--- src/rtl/melody_player.sv ---
// Melody sequencer: walks the melody ROM, holds each note for a fixed time,
// and renders the note code as a square wave on tone_out.
module melody_player #(
  parameter int ADDR_W      = 3,
  parameter int NUM_NOTES   = 7,
  parameter int NOTE_CYCLES = 12_500_000,
  parameter int CNT_W       = 24,
  parameter int HALF_P1     = 28_409,
  parameter int HALF_P2     = 25_310,
  parameter int HALF_P3     = 23_889
) (
  input  logic              clk,
  input  logic              reset,
  input  logic              start,
  input  logic              stop,
  output logic [ADDR_W-1:0] rom_addr,
  input  logic [1:0]        rom_q,
  output logic              tone_out,
  output logic              busy,
  output logic              done
);

  typedef enum logic [2:0] {
    S_IDLE,
    S_FETCH,
    S_WAIT,
    S_PLAY,
    S_DONE
  } state_t;

  localparam logic [CNT_W-1:0]  NOTE_LAST = CNT_W'(NOTE_CYCLES - 1);
  localparam logic [ADDR_W-1:0] ADDR_LAST = ADDR_W'(NUM_NOTES - 1);

  state_t           state;
  logic [1:0]       note_reg;
  logic [CNT_W-1:0] dur_cnt;
  logic [CNT_W-1:0] half_cnt;

  // Terminal half-period count for a note code; code 0 (rest) never toggles.
  function automatic logic [CNT_W-1:0] half_last(input logic [1:0] code);
    case (code)
      2'd1:    return CNT_W'(HALF_P1 - 1);
      2'd2:    return CNT_W'(HALF_P2 - 1);
      2'd3:    return CNT_W'(HALF_P3 - 1);
      default: return '0;
    endcase
  endfunction

  always_ff @(posedge clk or posedge reset) begin
    if (reset) begin
      state    <= S_IDLE;
      rom_addr <= '0;
      tone_out <= 1'b0;
      busy     <= 1'b0;
      done     <= 1'b0;
      note_reg <= '0;
      dur_cnt  <= '0;
      half_cnt <= '0;
    end else begin
      done <= 1'b0;
      // stop overrides everything once playback is under way
      if (stop && (state != S_IDLE)) begin
        state    <= S_IDLE;
        rom_addr <= '0;
        tone_out <= 1'b0;
        busy     <= 1'b0;
      end else begin
        case (state)
          S_IDLE: begin
            if (start && !stop) begin
              state    <= S_FETCH;
              rom_addr <= '0;
              busy     <= 1'b1;
            end
          end
          S_FETCH: begin
            state <= S_WAIT;
          end
          S_WAIT: begin
            note_reg <= rom_q;
            dur_cnt  <= '0;
            half_cnt <= '0;
            tone_out <= 1'b0;
            state    <= S_PLAY;
          end
          S_PLAY: begin
            if (note_reg != 2'd0) begin
              if (half_cnt == half_last(note_reg)) begin
                tone_out <= ~tone_out;
                half_cnt <= '0;
              end else begin
                half_cnt <= half_cnt + CNT_W'(1);
              end
            end
            if (dur_cnt == NOTE_LAST) begin
              if (rom_addr == ADDR_LAST) begin
                tone_out <= 1'b0;
                done     <= 1'b1;
                state    <= S_DONE;
              end else begin
                rom_addr <= rom_addr + ADDR_W'(1);
                state    <= S_FETCH;
              end
            end else begin
              dur_cnt <= dur_cnt + CNT_W'(1);
            end
          end
          S_DONE: begin
            state    <= S_IDLE;
            rom_addr <= '0;
            busy     <= 1'b0;
          end
          default: begin
            state <= S_IDLE;
          end
        endcase
      end
    end
  end

endmodule

--- config.mk ---
export PLATFORM = sky130hd
export DESIGN_NAME = melody_player
export DESIGN_NICKNAME = d
export VERILOG_FILES = /design/src/rtl/melody_player.sv
export SDC_FILE = /design/constraint.sdc
export NUM_CORES = 1
export LEC_CHECK = 0
export ABC_AREA = 1
export BUFFER_PORTS_ARGS = -buffer_cell sky130_fd_sc_hd__buf_2
export CAP_MARGIN = 20
export CORE_MARGIN = 3
export CORE_UTILIZATION = 40
export DETAILED_ROUTE_END_ITERATION = 6
export PLACE_DENSITY = 0.53
export SLEW_MARGIN = 20
export SYNTH_ARGS = -nofsm -noshare
export SYNTH_HDL_FRONTEND = slang
export SYNTH_SLANG_ARGS = --single-unit
--- constraint.sdc ---
create_clock -name clk -period 3.5 [get_ports clk]
set_clock_uncertainty 0.15 [all_clocks]
set_input_delay 0.35 -clock clk [delete_from_list [all_inputs] [get_ports clk]]
set_output_delay 0.35 -clock clk [all_outputs]
set_load 0.005 [all_outputs]
Word level (Yosys, flattened, before mapping)
Index checks and enable logic that the tools add are counted.
- input bits: 6
- register bits: 59
- reductions and logical operators: 16
- add/sub/neg operators: 3
- bitwise operators: 2
- muxes and demuxes: 32
- equality and inequality tests: 15
- operators by type and width (kind ; number):
    $mux 24 ; 6
    $pmux 24 s2 ; 2
    $add 24x1->24 const B ; 2
    $pmux 15 s3 ; 1
    $eq 24x24->1 ; 1
    $eq 24x24->1 const B ; 1
    $mux 3 ; 8
    $pmux 3 s4 ; 1
    $mux 1 ; 11
    $ne 3x3->1 const B ; 3
    $pmux 3 s3 ; 1
    $reduce_bool 3->1 ; 3
    $eq 3x2->1 const B ; 2
    $eq 3x3->1 const B ; 2
    $reduce_and 2->1 ; 3
    $reduce_and 3->1 ; 2
    $eq 2x2->1 const B ; 2
    $ne 2x2->1 const B ; 2
    $pmux 1 s2 ; 2
    $reduce_and 4->1 ; 1
    $reduce_bool 2->1 ; 2
    $reduce_bool 4->1 ; 1
    $add 3x1->3 const B ; 1
    $eq 3x1->1 const B ; 1
    5 further kinds ; 7

Logic depth before layout (Yosys ltp)
Gate-level depths: netlist (run 1).
- depth after elaboration: 12
- mapped depth: 14
- depth with buffers taken out: 13

Worst setup path after synthesis (run 1)
Ideal clock, no wire load.
- path kind: register to register
- start point: register note_reg[0]
- end point: register half_cnt[10]
- cell stages (with the launch flop): 14
- path slack: 1587 ps
- path buffers: 1
- setup time: 120 ps
- arrival: 1643 ps
- clock period less this slack: 1913 ps
- cells stage by stage: dfrtp_1 > inv_1 > ha_1 > nand2_1 > nand2_1 > nor2_1 > nand2_1 > nor2_1 > nand3_1 > nand2_1 > inv_1 > nor2_4 > buf_4 > nor2_1
- cells in the longest elaborated chain, start to end: 9
- elaborated cells between the ends (all ways): 14
- those cells by class: eq/ne: 5; mux: 7; reduce/logical: 2
- RTL lines (item ; RTL line ; text):
    from (decl) ; 35 ; logic [1:0] note_reg;
    from (signal assigned) ; 80 ; note_reg <= rom_q;
    $eq 2x2->1 / $eq 2x1->1 (equally long branches) ; 41 ; case (code)
    $pmux 15 s3 ; 41 ;
    $mux 24 ; 87 ; if (note_reg != 2'd0) begin
    $mux 24 ; 68 ; case (state)
    $mux 24 ; 62 ; if (stop && (state != S_IDLE)) begin
    $eq 24x24->1 ; 88 ; if (half_cnt == half_last(note_reg)) begin
    $mux 24 ; 88 ;
    $mux 24 ; 87 ;
    $pmux 24 s2 ; 68 ;
    to (signal assigned) ; 92 ; half_cnt <= half_cnt + CNT_W'(1);
    to (decl) ; 37 ; logic [CNT_W-1:0] half_cnt;
Parallel ways exist; a longest one is shown, timed or not. The select of a mux whose other input is x is not followed.
A chain may end at the register's enable or synchronous reset.

Worst setup path in the final report (run 1)
- start point: register note_reg[0]
- end point: register half_cnt[14]
Same word-level chain as after synthesis.

==> results of run 1 <==
## cells in the mapped netlist (2+ instances only)
master / count / area share
a21oi_1: 4 / 0.0047
a31oi_1: 2 / 0.0029
and2_1: 2 / 0.0029
buf_2: 5 / 0.0059
buf_6: 4 / 0.011
clkbuf_1: 2 / 0.0018
dfrtp_1: 59 / 0.35
ha_1: 9 / 0.027
inv_1: 78 / 0.069
inv_2: 5 / 0.0044
nand2_1: 183 / 0.16
nand2_2: 2 / 0.0029
nand3_1: 57 / 0.067
nand3_2: 3 / 0.0071
nand4_1: 31 / 0.046
nor2_1: 92 / 0.081
nor2_2: 2 / 0.0029
nor2_4: 2 / 0.0053
nor3_1: 18 / 0.021
nor3_2: 3 / 0.0071
o21ai_0: 17 / 0.020
o21ai_1: 10 / 0.012
o21ai_2: 9 / 0.019
xnor2_1: 7 / 0.014
xor2_1: 16 / 0.033
## layout make-up
| type | instances | share of cell area |
|---|---|---|
| multi-input cells | 478 | 0.513 |
| flip-flops and latches | 59 | 0.321 |
| inverters | 84 | 0.0685 |
| well taps | 133 | 0.0362 |
| clock buffers | 11 | 0.0307 |
| repair buffers | 15 | 0.0190 |
| clock inverters | 5 | 0.0114 |
## kinds of logic (layout without fill, tap and decap cells)
kind of cell	Yosys count	count (layout)	synth area share
simple gates	400	400	0.415
buf+inv	97	115	0.0955
compound gates	46	46	0.0678
xor+xnor	23	23	0.0474
flops	59	59	0.348
fa+ha+maj	9	9	0.0265
## cells in the final DEF, fill, tap and decap left out, types with 2 or more instances in the layout
master and count:
nand2_1 183, nor2_1 92, inv_1 77, dfrtp_1 59
nand3_1 57, nand4_1 31, nor3_1 18, o21ai_0 17
xor2_1 16, buf_2 11, o21ai_1 10, clkbuf_8 10
o21ai_2 9, ha_1 9, xnor2_1 7, inv_2 6
a21oi_1 4, nor3_2 3, nand3_2 3, clkinv_2 3
buf_4 3, nor2_2 2, nor2_4 2, nand2_2 2
a31oi_1 2, and2_1 2
## worst max-delay path by stage
| stage | cells after the start | to |
|---|---|---|
| final | 13 | half_cnt[14] |
| after global routing | 8 | dur_cnt[3] |
| after CTS | 13 | half_cnt[8] |
| after detailed placement | 6 | dur_cnt[21] |
| after global placement | 13 | half_cnt[10] |
| after floorplan | 1 | busy |
## power by group through the flow
stage | Clock, mW | Sequential, mW | Combinational [mW]
after floorplan | 0 | 0.798 | 0.620
after global placement | 0 | 0.806 | 0.765
after detailed placement | 0 | 0.810 | 0.768
after CTS | 0.657 | 0.796 | 0.775
after global routing | 0.693 | 0.806 | 0.887
final | 0.640 | 0.797 | 0.766
## worst reg2reg max path: cells and delay by family (launching register included)
kind,cells,cell delay [ps]
buffers and inverters,3,320
AND/OR/NAND/NOR,9,1000
adder cells (fa/ha/maj),1,230
flip-flops,1,410
## layer usage
layer  wire (µm)  part of all wire  track usage
met1        5280              0.47        0.269
met2        5440              0.49        0.339
met3         297             0.027       0.0397
met4         138             0.012       0.0685
met5           0                 0            0
==> impl_metrics.csv, run 1 <==
group,metric,value,unit
run_status,status,"completed",
worst_hold_path,hold_depth,3,
worst_setup_path,crit_top_cell,"nand2_1",
synthesis,yosysWarnings,0,
drt,wl_per_cell,14.2,µm
power_and_ir_drop,p_comb_frac,0.348,
placed_design,portBuffers,11,
drt,dr.pass1.iters,4,
worst_setup_path,end_kind,"flip-flop",
synthesis,synth_cell_type_count,37,
drt,drcViolationCount,0,
cells_and_area,regArea,1480,µm²
cells_and_area,final_core_util,0.458,
sta,grt_setup_unrepaired,"no",
cts,h-tree-depth,3,
sta,worst_slack,1280,ps
worst_hold_path,hp-start,"rom_q[0]",
floorplan,core,10000,µm²
worst_setup_path,critPathLaunch,"note_reg[0]",
cts,clk_path_buf_depth,2,
worst_setup_path,crit_slowest_cell,"dfrtp_1",
grt,grt_max_degree,43,
placed_design,placed_cells,768,
sta,slew_headroom,0.463,
cells_and_area,areaGrowthSynthToFinish,8.43,%
synthesis,ys_seq_area_frac,0.348,
sta,max_freq,450,MHz
worst_setup_path,crit_required,3570,ps
drt,drt.antenna.violating_nets,0,
cts,clk_latency,350,ps
placed_design,place_worst_setup_slack,1280,ps
floorplan,die_w,109,µm
power_and_ir_drop,vdd_drop_max,0.271,mV
worst_setup_path,worstPathCellList,"inv_1 -> ha_1 -> inv_2 -> nand2_1 -> nand2_1 -> nor2_1 -> nand2_1 -> nor2_1 -> nand3_1 -> nand2_1 -> inv_1 -> nor2_4 -> nor2_1",
grt,gr-total-overflow,0,
power_and_ir_drop,p_sw_frac,0.413,
cells_and_area,top_regs,"dur_cnt (24), half_cnt (24)",
cells_and_area,fin_nets,662,
cells_and_area,multiInputGateArea,2360,µm²
placed_design,post_dp_cell_area,4400,µm²
sta,finalSetupViolCount,0,
cts,cts_tree,"yes",
grt,grt_pass1_wl,19.0,mm
drt,vias,4019,
worst_setup_path,critPathTopFamily,"simple AND/OR/NAND/NOR gates",
drt,routed_wl,11.2,mm
cts,path_clk_slew,70,ps
cts,cts-hold-fix-buffers,1,
cells_and_area,final_area,4600,µm²
power_and_ir_drop,p_clk_frac,0.291,
sta,final_period_minus_worst_setup_slack,2220,ps
power_and_ir_drop,cellPowerDensity,479,nW/µm²
sta,hold_ws,96.3,ps
sta,fin_crit_sh,0.635,
worst_setup_path,worstRegToRegCells,13,
power_and_ir_drop,p_seq_frac,0.362,
floorplan,ioPinCount,12,
cts,cts_buffers,9,
worst_setup_path,worstSetupStartpointType,"flip-flop",
cts,post_cts_buffers,0,
drt,viasPerCell,5.12,
worst_hold_path,min_path_type,"input port to flip-flop",
worst_setup_path,crit_fanout,13,
worst_setup_path,r2r_slack,1280,ps
worst_setup_path,cp.arrival,2300,ps
synthesis,synthArstFlopShare,1.00,
floorplan,start_util,0.423,
worst_hold_path,holdPathEnd,"note_reg[0]",
synthesis,synthesis.nets,649,
cts,numClockSinks,59,
placed_design,gp_congestion,0.890,
placed_design,hpwl,8.48,mm
cells_and_area,n_antenna_cell,0,
power_and_ir_drop,intPower,1.29,mW
floorplan,rows,36,
synthesis,synth_edf_count,0,
sta,tns,0,ps
synthesis,netlist_area,4250,µm²
grt,antenna_found_initial,0,
power_and_ir_drop,p_leak,2.13,nW
sta,final-hold-violation-count,0,
cts,postCtsResizedCells,0,
worst_setup_path,r2r-start,"note_reg[0]",
cells_and_area,n_fill_cell,1062,
worst_setup_path,crit_buf_inv,3,
worst_setup_path,critPathKind,"flip-flop to flip-flop",
sta,drv_slew,0,
synthesis,syn_inst,634,
worst_setup_path,reg2reg_to,"half_cnt[14]",
power_and_ir_drop,total_power,2.20,mW
cts,cts_root_buf,"clkbuf_8",
synthesis,synth.avg_cell_area,6.70,µm²
cells_and_area,instances_no_fill,785,
grt,grt_pass1_vias,3918,
cells_and_area,drive_gt1_frac,0.0890,
synthesis,synth_ff_type,"dfrtp_1",
power_and_ir_drop,p_sw,0.910,mW
floorplan,dieArea,11900,µm²
drt,first_iter_violations,244,
synthesis,synth-seq-cells,59,
grt,grt_use_total,0.205,
floorplan,die_y,109,µm
sta,tightest_slew,804,ps
run,cap_violations,0,
worst_setup_path,cp_slowest_stage_delay,410,ps
Note: power is estimated with default switching activity, not from simulation.
==> run 2: changes to the inputs <==
==> constraint.sdc (replaced) <==
create_clock -name clk -period 2.2 [get_ports clk]
set_clock_uncertainty 0.15 [all_clocks]
set_input_delay 0.22 -clock clk [delete_from_list [all_inputs] [get_ports clk]]
set_output_delay 0.22 -clock clk [all_outputs]
set_load 0.005 [all_outputs]
==> run 2 against run 1 <==
Effect of this change:
- sequential share of layout area fell by 1.3 points
- clock-buffer cell count rose by 1
- non-clock buffer count rose by 13
- global-route usage rose by 0.24 points
- clock power rose by 84%
- core utilization rose by 1.9 points
- cell count rose by 1.7%
- die area did not move
- flip-flop and latch count did not move
- critical path depth fell by 1
- largest power group is now combinational logic
==> impl_metrics.csv, run 2 (synthesis results as in run 1) <==
group,metric,value,unit
drt,drt-met1-wl,5.18,mm
drt,routed_wl,11.4,mm
cts,cts_root_buf,"clkbuf_8",
worst_setup_path,end_kind,"flip-flop",
placed_design,gp_congestion,0.901,
drt,viasPerCell,5.12,
floorplan,dieArea,11900,µm²
sta,final_period_minus_worst_setup_slack,2020,ps
grt,antenna_found_initial,0,
cts,cts_tree,"yes",
power_and_ir_drop,p_sw_frac,0.392,
grt,grt_pass1_wl,19.2,mm
placed_design,hpwl,8.37,mm
run,cap_violations,0,
floorplan,die_w,109,µm
cells_and_area,final_common_cell,"nand2_1",
worst_hold_path,min_path_type,"input port to flip-flop",
worst_setup_path,cp.arrival,2120,ps
worst_setup_path,critPathKind,"flip-flop to flip-flop",
sta,final-hold-violation-count,0,
sta,drv_slew,0,
cells_and_area,multiInputGateArea,2380,µm²
cells_and_area,top_regs,"dur_cnt (24), half_cnt (24)",
power_and_ir_drop,intPower,2.35,mW
cells_and_area,n_fill_cell,1044,
worst_setup_path,worstSetupStartpointType,"flip-flop",
drt,first_iter_violations,223,
grt,grt_max_degree,60,
cts,path_clk_slew,70,ps
sta,fin_crit_sh,0.920,
worst_setup_path,cp_slowest_stage_delay,430,ps
power_and_ir_drop,vdd_drop_max,0.698,mV
worst_setup_path,crit_slowest_cell,"dfrtp_1",
worst_setup_path,critPathTopFamily,"simple AND/OR/NAND/NOR gates",
run_status,status,"completed",
floorplan,core,10000,µm²
power_and_ir_drop,p_seq_frac,0.325,
drt,drt.antenna.violating_nets,0,
cells_and_area,fin_nets,675,
grt,grt_use_total,0.208,
placed_design,placed_cells,775,
power_and_ir_drop,p_clk_frac,0.305,
drt,wl_per_cell,14.2,µm
grt,gr-total-overflow,0,
worst_setup_path,crit_buf_inv,3,
drt,dr.pass1.iters,5,
drt,vias,4087,
sta,tightest_slew,403,ps
worst_setup_path,crit_fanout,13,
cts,cts_buffers,9,
power_and_ir_drop,p_sw,1.52,mW
cells_and_area,regArea,1480,µm²
cts,clk_latency,360,ps
floorplan,ioPinCount,12,
drt,met2WireLength,5.57,mm
floorplan,start_util,0.423,
sta,max_freq,494,MHz
cells_and_area,drive_gt1_frac,0.108,
worst_setup_path,crit_top_cell,"nand2_1",
sta,slew_headroom,0.729,
cells_and_area,final_cell_mix,"nand2_1 (183), nor2_1 (91), inv_1 (76)",
worst_setup_path,crit_required,2300,ps
cells_and_area,areaGrowthSynthToFinish,13.0,%
drt,drcViolationCount,0,
cts,numClockSinks,59,
grt,grt_pass1_vias,3923,
placed_design,portBuffers,11,
power_and_ir_drop,p_comb_frac,0.370,
worst_setup_path,worstPathCellList,"buf_4 -> ha_1 -> nand3b_1 -> nand2_1 -> nand2_1 -> nor2_1 -> nand3_1 -> nand2_1 -> inv_1 -> nor2_4 -> buf_12 -> nor2_1",
cells_and_area,instances_no_fill,798,
sta,hold_ws,118,ps
cts,clk_path_buf_depth,2,
drt,wl_met3,421,µm
power_and_ir_drop,p_leak,2.22,nW
cells_and_area,n_antenna_cell,0,
floorplan,rows,36,
cts,h-tree-depth,3,
power_and_ir_drop,cellPowerDensity,807,nW/µm²
sta,finalSetupViolCount,0,
floorplan,die_y,109,µm
drt,highest-signal-layer,"met4",
## run 2: layout make-up
class | instances | share of cell area
clock buffers | 12 | 0.0323
clock inverters | 4 | 0.0151
inverters | 84 | 0.0657
multi-input cells | 478 | 0.496
flip-flops and latches | 59 | 0.308
well taps | 133 | 0.0347
repair buffers | 28 | 0.0480
## run 2: tightest hold or removal path, cell delays in order
cell and delay (ps):
buf_2 80, o21ai_0 80, a32o_1 200
## run 2: power groups by stage
stage               sequential, mW  clock (mW)  combinational, mW
floorplan                     1.27           0              0.986
global placement              1.27           0               1.32
detailed placement            1.28           0               1.33
CTS                           1.26        1.22               1.34
global route                  1.27        1.26               1.62
finish                        1.26        1.18               1.43
## run 2: per-stage QoR
stage / setup WS (ps) / utilization / setup TNS (ps) / instance area (µm²) / total power, mW
after floorplan: 287 / - / 0 / 4250 / 2.25
after global placement: 113 / 0.446 / 0 / 4480 / 2.59
after detailed placement: 77.1 / 0.446 / 0 / 4480 / 2.60
after CTS: 46.2 / 0.472 / 0 / 4740 / 3.81
after global routing: -3.32 / 0.478 / -3.32 / 4800 / 4.14
final: 177 / 0.478 / 0 / 4800 / 3.87
## run 2: worst paths after layout
check                       startpoint           end  slack (ps)  cells past startpoint
max                        note_reg[1]  half_cnt[11]         180                     12
min                               stop          busy         120                      3
max reg2reg                note_reg[1]  half_cnt[11]         180                     12
min reg2reg                       busy          busy         350                      1
max in group asynchronous        reset  half_cnt[22]        1320                      4
min in group asynchronous        reset          done         320                      4
## run 2: per-layer routing
| metal | GRT usage | vias up |
|---|---|---|
| met1 | 0.267 | 1896 |
| met3 | 0.0414 | 17 |
| met5 | 0 | - |
| li1 | - | 2084 |
| met2 | 0.347 | 90 |
| met4 | 0.0730 | 0 |
## run 2: repair_timing
action                                  in CTS  in global routing
hold buffers                                 4                  0
endpoints found under the setup margin       0                 14
gates resized for setup                      0                  4
endpoints found under the hold margin       62                  0
setup buffers                                0                  3
